$ cat src/rtl/lcd_master_pkg.sv
// Shared types and constants for the character-LCD Avalon initiator.
// Holds the sequencer state encoding, HD44780 command bytes and LCD_IP register map.
package lcd_master_pkg;

    typedef enum logic [3:0] {
        S_IDLE,
        S_INIT,
        S_L1_CMD,
        S_L1_DATA,
        S_L2_CMD,
        S_L2_DATA,
        S_WGAP,
        S_POLL,
        S_PIDLE,
        S_RGAP,
        S_FINISH
    } state_e;

    localparam logic [7:0] LCD_FUNC_SET = 8'h38;
    localparam logic [7:0] LCD_DISP_ON  = 8'h0C;
    localparam logic [7:0] LCD_CLEAR    = 8'h01;
    localparam logic [7:0] LCD_ENTRY    = 8'h06;
    localparam logic [7:0] LCD_LINE1    = 8'h80;
    localparam logic [7:0] LCD_LINE2    = 8'hC0;

    localparam logic ADDR_INSTR = 1'b0;
    localparam logic ADDR_DATA  = 1'b1;

    localparam int         FB_DEPTH   = 32;
    localparam logic [7:0] CHAR_SPACE = 8'h20;

    function automatic logic [7:0] init_cmd(input logic [1:0] idx);
        case (idx)
            2'd0:    return LCD_FUNC_SET;
            2'd1:    return LCD_DISP_ON;
            2'd2:    return LCD_CLEAR;
            default: return LCD_ENTRY;
        endcase
    endfunction

endpackage

$ cat src/rtl/lcd_frame_buffer.sv
// 32-character frame store: synchronous write, combinational read, resets to spaces.
// Index 0-15 is line 1, 16-31 is line 2.
module lcd_frame_buffer
    import lcd_master_pkg::*;
(
    input  logic       clk,
    input  logic       reset,
    input  logic       we,
    input  logic [4:0] waddr,
    input  logic [7:0] wdata,
    input  logic [4:0] raddr,
    output logic [7:0] rdata
);

    logic [FB_DEPTH-1:0][7:0] mem_q;
    logic [FB_DEPTH-1:0][7:0] mem_d;

    always_comb begin
        mem_d = mem_q;
        if (we) begin
            mem_d[waddr] = wdata;
        end
    end

    always_ff @(posedge clk) begin
        if (reset) begin
            mem_q <= {FB_DEPTH{CHAR_SPACE}};
        end else begin
            mem_q <= mem_d;
        end
    end

    assign rdata = mem_q[raddr];

endmodule

$ cat src/rtl/lcd_text_master.sv
// Avalon-MM initiator that pushes a two-line frame to LCD_IP, running HD44780 init once
// after reset and polling the busy flag after every write.
//
// state     | meaning
// S_IDLE    | waiting for start
// S_INIT    | init instruction write (0x38, 0x0C, 0x01, 0x06)
// S_L1_CMD  | set DDRAM address to line 1
// S_L1_DATA | data write of chars 0-15
// S_L2_CMD  | set DDRAM address to line 2
// S_L2_DATA | data write of chars 16-31
// S_WGAP    | bus gap between a write and its first poll read
// S_POLL    | busy-flag read
// S_PIDLE   | idle cycle between busy reads
// S_RGAP    | bus gap between a finished poll and the next write
// S_FINISH  | done pulse, back to idle
module lcd_text_master
    import lcd_master_pkg::*;
#(
    parameter logic [15:0] POLL_LIMIT = 16'd50000
) (
    input  logic       clk,
    input  logic       reset,
    input  logic       start,
    input  logic       fb_we,
    input  logic [4:0] fb_addr,
    input  logic [7:0] fb_char,
    output logic       busy,
    output logic       done,
    output logic       timeout_err,
    output logic       address,
    output logic       chipselect,
    output logic       read,
    output logic       write,
    output logic [7:0] writedata,
    input  logic [7:0] readdata,
    input  logic       waitrequest
);

    state_e      state_q, state_d;
    state_e      ret_q, ret_d;
    logic [1:0]  init_idx_q, init_idx_d;
    logic [3:0]  char_idx_q, char_idx_d;
    logic [15:0] poll_cnt_q, poll_cnt_d;
    logic        inited_q, inited_d;
    logic        busy_q, busy_d;
    logic        done_q, done_d;
    logic        timeout_q, timeout_d;
    logic        address_q, address_d;
    logic        cs_q, cs_d;
    logic        read_q, read_d;
    logic        write_q, write_d;
    logic [7:0]  wdata_q, wdata_d;

    logic [4:0]  fb_raddr;
    logic [7:0]  fb_rdata;
    logic        unused_readdata;

    assign unused_readdata = ^readdata[6:0];

    lcd_frame_buffer u_fb (
        .clk   (clk),
        .reset (reset),
        .we    (fb_we),
        .waddr (fb_addr),
        .wdata (fb_char),
        .raddr (fb_raddr),
        .rdata (fb_rdata)
    );

    always_comb begin
        state_d    = state_q;
        ret_d      = ret_q;
        init_idx_d = init_idx_q;
        char_idx_d = char_idx_q;
        poll_cnt_d = poll_cnt_q;
        inited_d   = inited_q;
        timeout_d  = timeout_q;
        case (state_q)
            S_IDLE: begin
                if (start) begin
                    timeout_d  = 1'b0;
                    init_idx_d = 2'd0;
                    char_idx_d = 4'd0;
                    state_d    = inited_q ? S_L1_CMD : S_INIT;
                end
            end
            S_INIT: begin
                if (!waitrequest) begin
                    ret_d      = (init_idx_q == 2'd3) ? S_L1_CMD : S_INIT;
                    init_idx_d = init_idx_q + 2'd1;
                    state_d    = S_WGAP;
                end
            end
            S_L1_CMD: begin
                if (!waitrequest) begin
                    ret_d      = S_L1_DATA;
                    char_idx_d = 4'd0;
                    state_d    = S_WGAP;
                end
            end
            S_L1_DATA: begin
                if (!waitrequest) begin
                    ret_d      = (char_idx_q == 4'd15) ? S_L2_CMD : S_L1_DATA;
                    char_idx_d = char_idx_q + 4'd1;
                    state_d    = S_WGAP;
                end
            end
            S_L2_CMD: begin
                if (!waitrequest) begin
                    ret_d      = S_L2_DATA;
                    char_idx_d = 4'd0;
                    state_d    = S_WGAP;
                end
            end
            S_L2_DATA: begin
                if (!waitrequest) begin
                    ret_d      = (char_idx_q == 4'd15) ? S_FINISH : S_L2_DATA;
                    char_idx_d = char_idx_q + 4'd1;
                    state_d    = S_WGAP;
                end
            end
            S_WGAP: begin
                poll_cnt_d = POLL_LIMIT - 16'd1;
                state_d    = S_POLL;
            end
            S_POLL: begin
                // Down-counter reaching zero on a busy read means POLL_LIMIT busy reads seen.
                if (!waitrequest) begin
                    if (readdata[7]) begin
                        if (poll_cnt_q == 16'd0) begin
                            timeout_d = 1'b1;
                            state_d   = S_IDLE;
                        end else begin
                            poll_cnt_d = poll_cnt_q - 16'd1;
                            state_d    = S_PIDLE;
                        end
                    end else begin
                        if (ret_q == S_L1_CMD) begin
                            inited_d = 1'b1;
                        end
                        state_d = (ret_q == S_FINISH) ? S_FINISH : S_RGAP;
                    end
                end
            end
            S_PIDLE:  state_d = S_POLL;
            S_RGAP:   state_d = ret_q;
            S_FINISH: state_d = S_IDLE;
            default:  state_d = S_IDLE;
        endcase
    end

    assign fb_raddr = {state_d == S_L2_DATA, char_idx_d};

    // Bus outputs are registered from the next state; data is latched only on state entry
    // so it holds through waitrequest and a same-cycle fb_we sends the old character.
    always_comb begin
        cs_d      = 1'b0;
        read_d    = 1'b0;
        write_d   = 1'b0;
        address_d = address_q;
        wdata_d   = wdata_q;
        busy_d    = (state_d != S_IDLE) && (state_d != S_FINISH);
        done_d    = (state_d == S_FINISH);
        if (state_d != state_q) begin
            case (state_d)
                S_INIT: begin
                    address_d = ADDR_INSTR;
                    wdata_d   = init_cmd(init_idx_d);
                end
                S_L1_CMD: begin
                    address_d = ADDR_INSTR;
                    wdata_d   = LCD_LINE1;
                end
                S_L2_CMD: begin
                    address_d = ADDR_INSTR;
                    wdata_d   = LCD_LINE2;
                end
                S_L1_DATA, S_L2_DATA: begin
                    address_d = ADDR_DATA;
                    wdata_d   = fb_rdata;
                end
                S_POLL:  address_d = ADDR_INSTR;
                default: ;
            endcase
        end
        case (state_d)
            S_INIT, S_L1_CMD, S_L1_DATA, S_L2_CMD, S_L2_DATA: begin
                cs_d    = 1'b1;
                write_d = 1'b1;
            end
            S_POLL: begin
                cs_d   = 1'b1;
                read_d = 1'b1;
            end
            default: ;
        endcase
    end

    always_ff @(posedge clk) begin
        if (reset) begin
            state_q    <= S_IDLE;
            ret_q      <= S_IDLE;
            init_idx_q <= 2'd0;
            char_idx_q <= 4'd0;
            poll_cnt_q <= 16'd0;
            inited_q   <= 1'b0;
            busy_q     <= 1'b0;
            done_q     <= 1'b0;
            timeout_q  <= 1'b0;
            address_q  <= 1'b0;
            cs_q       <= 1'b0;
            read_q     <= 1'b0;
            write_q    <= 1'b0;
            wdata_q    <= 8'h00;
        end else begin
            state_q    <= state_d;
            ret_q      <= ret_d;
            init_idx_q <= init_idx_d;
            char_idx_q <= char_idx_d;
            poll_cnt_q <= poll_cnt_d;
            inited_q   <= inited_d;
            busy_q     <= busy_d;
            done_q     <= done_d;
            timeout_q  <= timeout_d;
            address_q  <= address_d;
            cs_q       <= cs_d;
            read_q     <= read_d;
            write_q    <= write_d;
            wdata_q    <= wdata_d;
        end
    end

    assign busy        = busy_q;
    assign done        = done_q;
    assign timeout_err = timeout_q;
    assign address     = address_q;
    assign chipselect  = cs_q;
    assign read        = read_q;
    assign write       = write_q;
    assign writedata   = wdata_q;

endmodule

$ cat config.mk
export PLATFORM = sky130hd
export DESIGN_NAME = lcd_text_master
export DESIGN_NICKNAME = d
export VERILOG_FILES = /design/src/rtl/lcd_master_pkg.sv /design/src/rtl/lcd_frame_buffer.sv /design/src/rtl/lcd_text_master.sv
export SDC_FILE = /design/constraint.sdc
export NUM_CORES = 1
export LEC_CHECK = 0
export ABC_CLOCK_PERIOD_IN_PS = 9000
export CAP_MARGIN = 10
export CORE_MARGIN = 3
export CORE_UTILIZATION = 60
export CTS_CLUSTER_SIZE = 24
export DETAILED_ROUTE_END_ITERATION = 8
export HOLD_SLACK_MARGIN = 0.1
export PLACE_DENSITY = 0.74
export SETUP_SLACK_MARGIN = 0.4
export SYNTH_ARGS = -nofsm -noshare
export SYNTH_HDL_FRONTEND = slang
export SYNTH_SLANG_ARGS = --single-unit
$ cat constraint.sdc
create_clock -name clk -period 9 [get_ports clk]
set_input_delay 2.7 -clock clk [delete_from_list [all_inputs] [get_ports clk]]
set_output_delay 2.7 -clock clk [all_outputs]
set_load 0.01 [all_outputs]
; ---- After elaboration in Yosys (flattened, before gate mapping)
; Index checks and enable logic that the tools add are counted.
[op_classes]
addsub = 3
order_cmp = 3
n_eq_ne = 34
mux = 44
n_bitwise = 2
reduce_logical = 25
[ops]
columns = operator, n
row1 = $bwmux W256, 1
row2 = $mux W4, 14
row3 = $mux W16, 3
row4 = $bmux W8 S5, 1
row5 = $demux W8 S5, 1
row6 = $pmux W4 S5, 2
row7 = $pmux W16 S2, 1
row8 = $pmux W8 S4, 1
row9 = $eq A4 B3 Y1 const B, 7
row10 = $eq A4 B2 Y1 const B, 5
row11 = $eq A4 B4 Y1 const B, 5
row12 = $ne A2 B2 Y1 const B, 10
row13 = $pmux W6 S3, 1
row14 = $logic_not A16 Y1, 1
row15 = $mux W8, 2
row16 = $sub A16 B1 Y16 const B, 1
row17 = $lt A5 B6 Y1 const B, 2
row18 = $pmux W4 S3, 1
row19 = $mux W2, 5
row20 = $reduce_or A5 Y1, 2
row21 = $eq A4 B1 Y1 const B, 2
row22 = $reduce_and A4 Y1, 2
row23 = $reduce_bool A4 Y1, 2
row24 = $reduce_or A2 Y1, 4
row25 = other kinds (22), 35
[word_totals]
regBits = 302
in_bits = 26
out_inout_bits = 15
elab_cells = 157

; ---- Longest topological paths before layout
[logic_depth]
ltp_word = 9
mapped_depth = 13
depth_no_buf = 10

; ---- Modules after synthesis
; From an unflattened synthesis, not the netlist that was laid out.
[hier_totals]
cells_unflattened = 1632
area_unflattened_um2 = 14501.4
[modules_own_cells]
columns = module, instances, cells_per_inst, area_per_inst_um2, seq_area_each_um2
row1 = lcd_frame_buffer, 1, 1318, 11846.4, 5124.9
row2 = lcd_text_master, 1, 314, 2655.0, 920.9

; ---- Least setup slack after synthesis
; Ideal clock, no wire load.
[synth_path]
path_kind = input -> register
startpoint = in waitrequest
endpoint = reg wdata_q[7] (netlist: writedata[7])
setup_ps = 120
arrival_ps = 4672
required_ps = 8880
path_slack_ps = 4208
path_stages = 10
n_path_buf = 2
path_cell_list = ha_1 a2111oi_4 a21oi_1 buf_6 buf_2 mux4_2 nor2_1 nand4b_1 o311ai_0 o31a_1
[synth_via]
elab_chain_cells = 6
elab_cells_between_ends = 18
classes_between = 6 x eq/ne / 9 x mux / 3 x reduce/logical
[synth_rtl]
columns = item, line
row1 = start: declaration, lcd_text_master.sv:36  ; input logic waitrequest
row2 = $mux W4 (on tied branches), --
row3 = $pmux W4 S5, lcd_text_master.sv:78  ; case (state_q)
row4 = $eq A4 B3 Y1 / $eq A4 B2 Y1 (equally long branches), "lcd_text_master.sv:152, lcd_text_master.sv:165"
row5 = $bmux W8 S5 / $reduce_or A2 Y1 (equally long branches), "lcd_frame_buffer.sv:33, lcd_text_master.sv:165"
row6 = $mux W8 (not written as such) / $reduce_bool A4 Y1 (equally long branches), --
row7 = $pmux W8 S4 / $reduce_and A2 Y1 (equally long branches), --
row8 = end signal: assignment, lcd_text_master.sv:229  ; wdata_q <= wdata_d;
row9 = end: declaration, lcd_text_master.sv:52  ; logic [7:0] wdata_q, wdata_d;
; Several ways; a longest one is shown, not always the timed one. The select of a mux whose other input is x is not followed.
; A chain may end at the register's enable or synchronous reset.

; ---- Worst setup path after layout
[layout_path]
startpoint = in waitrequest
endpoint = reg wdata_q[1] (netlist: writedata[1])
; The elaborated chain is that of the path after synthesis.

==> flow_metrics.py <==
metrics = {
    "clock_network": {
        "cts_tree": "done",
        "cts_resized": 0,
        "path_clk_slew_ns": 0.06,
        "post_cts_buffers": 0,
        "cts_made_buffers": 31,
        "cts_sinks": 302,
        "cts.path.max_buffers": 3,
        "clkLatencyLatePin_ns": 0.57,
        "cts_hold_buf": 0,
        "cts-root-buf": "clkbuf_16",
        "cts_max_level": 1,
    },
    "route": {
        "first_pass_iters": 6,
        "vias": 11080,
        "vias_per_cell": 6.060,
        "drt_iter0_drc": 1112,
        "ant_nets": 0,
        "wl_um": 36690,
        "wl_per_cell_um": 20.06,
        "drc": 0,
    },
    "logic_synthesis": {
        "yosysSeqAreaShare_pct": 42.17,
        "yosys_register_bits": 302,
        "synth.largest_area_cell": "dfxtp_1",
        "yosysMostFrequentCell": "dfxtp_1",
        "ys_warn_count": 0,
        "syn_nets": 1557,
        "syn_inst": 1526,
        "ys.flop_type": "dfxtp_1",
        "synth.area.top_cells": "dfxtp_1 (42%), mux2i_1 (21%), nor2_1 (7.3%), nand2_1 (3.4%), mux4_2 (2.0%)",
        "syn_area_um2": 14340,
        "synth.top_cell.area_share_pct": 42.17,
        "async_flop_share_pct": 0,
        "synth_edf_count": 0,
        "synth_area_per_cell_um2": 9.395,
        "ys_top_cells_by_count": "dfxtp_1 (302), mux2i_1 (295), nor2_1 (277)",
        "ys_types": 94,
    },
    "pwr": {
        "clockPowerShare_pct": 42.4,
        "p_per_area_nw_per_um2": 196.6,
        "seq_power_share_pct": 45.5,
        "p_sw_w": 0.0007808,
        "p_leak_nw": 6.124,
        "p_int_w": 0.002305,
        "peakVddDrop_mv": 0.1686,
        "switching_share_pct": 25.30,
        "comb_power_share_pct": 12.0,
    },
    "die": {
        "die_h_um": 160.6,
        "start_util_pct": 62.19,
        "design.die.area_um2": 25780,
        "core-area_um2": 23050,
        "die_w_um": 160.6,
        "rows": 55,
        "num_io_pins": 41,
    },
    "setup_path": {
        "reg2regPathDepth": 9,
        "reg2reg_from": "state_q[1]",
        "path_max_fanout": 58,
        "crit_chain": "clkdlybuf4s50_1 > ha_1 > a2111oi_4 > a21o_4 > mux4_2 > a21oi_1 > a211oi_1 > a211oi_1 > a311oi_1",
        "critical_path_class": "input pin to register",
        "crit_path_frequent_cell": "a211oi_1",
        "cp_slowest_stage_delay_ns": 0.90,
        "crit_family": "compound AO/OA/AOI/OAI gates",
        "cp-end-kind": "register",
        "worstPathRequired_ns": 9.38,
        "timing.rr.end": "writedata[5]",
        "rrSetupSlack_ns": 5.06,
        "critPathBufInv": 1,
        "cpMaxStageDelayCell": "clkdlybuf4s50_1",
        "startpoint_type": "input pin",
        "cp.arrival_ns": 6.51,
    },
    "sta": {
        "setup_viol": 0,
        "tightest_slew_ns": 1.289,
        "layout_min_cycle_time_ns": 6.138,
        "finalHoldViolations": 0,
        "fmax_mhz": 162.9,
        "rsz0062_at_grt": "no",
        "period_share_pct": 68.20,
        "setup_tns_ns": 0,
        "clock_skew_ns": 0.02150,
        "max_slew_margin_pct": 13.72,
        "drv_slew": 0,
    },
    "outcome": {
        "status": "finished clean",
    },
    "global_route": {
        "grt_use_total_pct": 27.83,
        "first_global_vias": 10690,
        "grt_max_degree": 235,
        "antenna_found_initial": 0,
        "grt_overflow": 0,
        "grt_pass1_wl_um": 58710,
    },
    "placement": {
        "dp_hpwl_um": 22590,
        "placed_cells": 1774,
        "gp_congestion": 0.9219,
        "portBuffers": 33,
    },
    "final_layout": {
        "layout-drive-gt1-share_pct": 8.971,
        "num-fill-cells": 1846,
        "postLayoutCoreUtil_pct": 68.08,
        "instances_no_fill": 1829,
        "area_growth_pct": 9.469,
        "n_antenna_cell": 0,
        "nets": 1525,
    },
    "worst_hold_path": {
        "hp-class": "register to register",
        "hold_start": "u_fb.mem_q[26]",
        "min_to": "u_fb.mem_q[26]",
        "min_path_cells": 2,
    },
    "flow_run": {
        "maxCapViolations": 0,
    },
}
metrics by stage:
stage	total power, W	worst slack, ns	hold WS [ns]	instance area (um2)
final	0.003086	2.862	0.4550	15690
after global placement	0.001793	2.384	0.4382	14660
after global routing	0.003183	2.643	0.4684	15690
after floorplan	0.001690	4.208	0.4296	14340
after CTS	0.003092	2.907	0.4529	15690
after detailed placement	0.001799	2.325	0.4446	14660
cell families after synthesis:
group	count (synthesis)	synth area share (%)
buf+inv	127	4.469
xor+xnor	18	1.152
simple gates	567	18.13
flops	302	42.17
fa+ha+maj	6	0.5062
mux	323	23.82
compound gates	183	9.758
area by class of cell:
cell class / instances / area, um2 / share of cell area [%]
clock inverter: 6 / 105.1 / 0.6697
sequential: 302 / 6046 / 38.52
clock buffer: 49 / 933.4 / 5.948
multi-input combinational: 1097 / 7680 / 48.94
tap: 313 / 391.6 / 2.495
timing repair buffer: 53 / 504.2 / 3.213
inverter: 9 / 33.78 / 0.2153
worst max path at each step:
stage,start,endpoint,slack (ns),cells past startpoint
2_1_floorplan,waitrequest,writedata[7],4.21,10
3_3_place_gp,waitrequest,writedata[1],2.38,9
3_5_place_dp,waitrequest,writedata[6],2.33,9
4_1_cts,waitrequest,writedata[6],2.91,9
5_1_grt,waitrequest,writedata[6],2.64,9
6_report,waitrequest,writedata[1],2.86,9
worst min-delay path, delay by kind of cell (launching register included):
family             cells  cell delay [ns]
DFF                    1             0.31
and+or+nand+nor        1             0.05
AOI/OAI and AO/OA      1             0.05
per-layer routing:
metal / global-route usage, % / up-vias / wire, um
met3: 5.107 / 68 / 2433
met1: 38.56 / 5373 / 16410
met5: 0 / - / 0
li1: - / 5291 / -
met2: 44.76 / 351 / 16840
met4: 7.811 / 0 / 1009
sequential cells by signal, indices dropped and copies added (netlist names):
| register | flops |
|---|---|
| chipselect | 1 |
| u_fb.mem_q | 256 |
| busy | 1 |
| writedata | 8 |
| state_q | 4 |
| char_idx_q | 4 |
| write | 1 |
| poll_cnt_q | 16 |
| ret_q | 4 |
| init_idx_q | 2 |
| done | 1 |
| timeout_err | 1 |
| read | 1 |
| address | 1 |
| inited_q | 1 |
layout by cell type (no fill, tap or decap), types with 4 or more instances in the layout:
cell	synthesis	routed
nor2b_1	20	20
mux2_2	15	15
clkbuf_8	0	10
a211oi_1	6	6
nor2_1	277	277
nor4_1	6	6
xnor2_1	10	10
mux4_2	13	13
buf_4	11	18
nand2_1	129	129
nand4_1	11	11
a211o_1	33	33
o22ai_1	13	13
dfxtp_1	302	302
clkdlybuf4s50_1	0	31
clkbuf_16	0	31
a311oi_1	10	10
nand2b_1	6	6
and3_1	27	27
ha_1	5	5
mux2i_1	295	295
nand3b_1	7	7
o21a_1	4	4
nand3_1	41	41
nor3b_1	5	4
xor2_1	7	7
a22o_1	4	4
nor3_1	7	6
a21oi_1	47	46
o21ai_0	15	15
inv_1	9	9
clkbuf_1	74	9
power by group through the flow:
stage,Combinational (W),Clock [W],Sequential [W]
floorplan,0.000265,0,0.00142
global placement,0.000362,0,0.00143
detailed placement,0.000366,0,0.00143
CTS,0.000368,0.00132,0.00140
global route,0.000403,0.00137,0.00141
finish,0.000372,0.00131,0.00140
No activity file was read; power rests on OpenSTA's default activity.
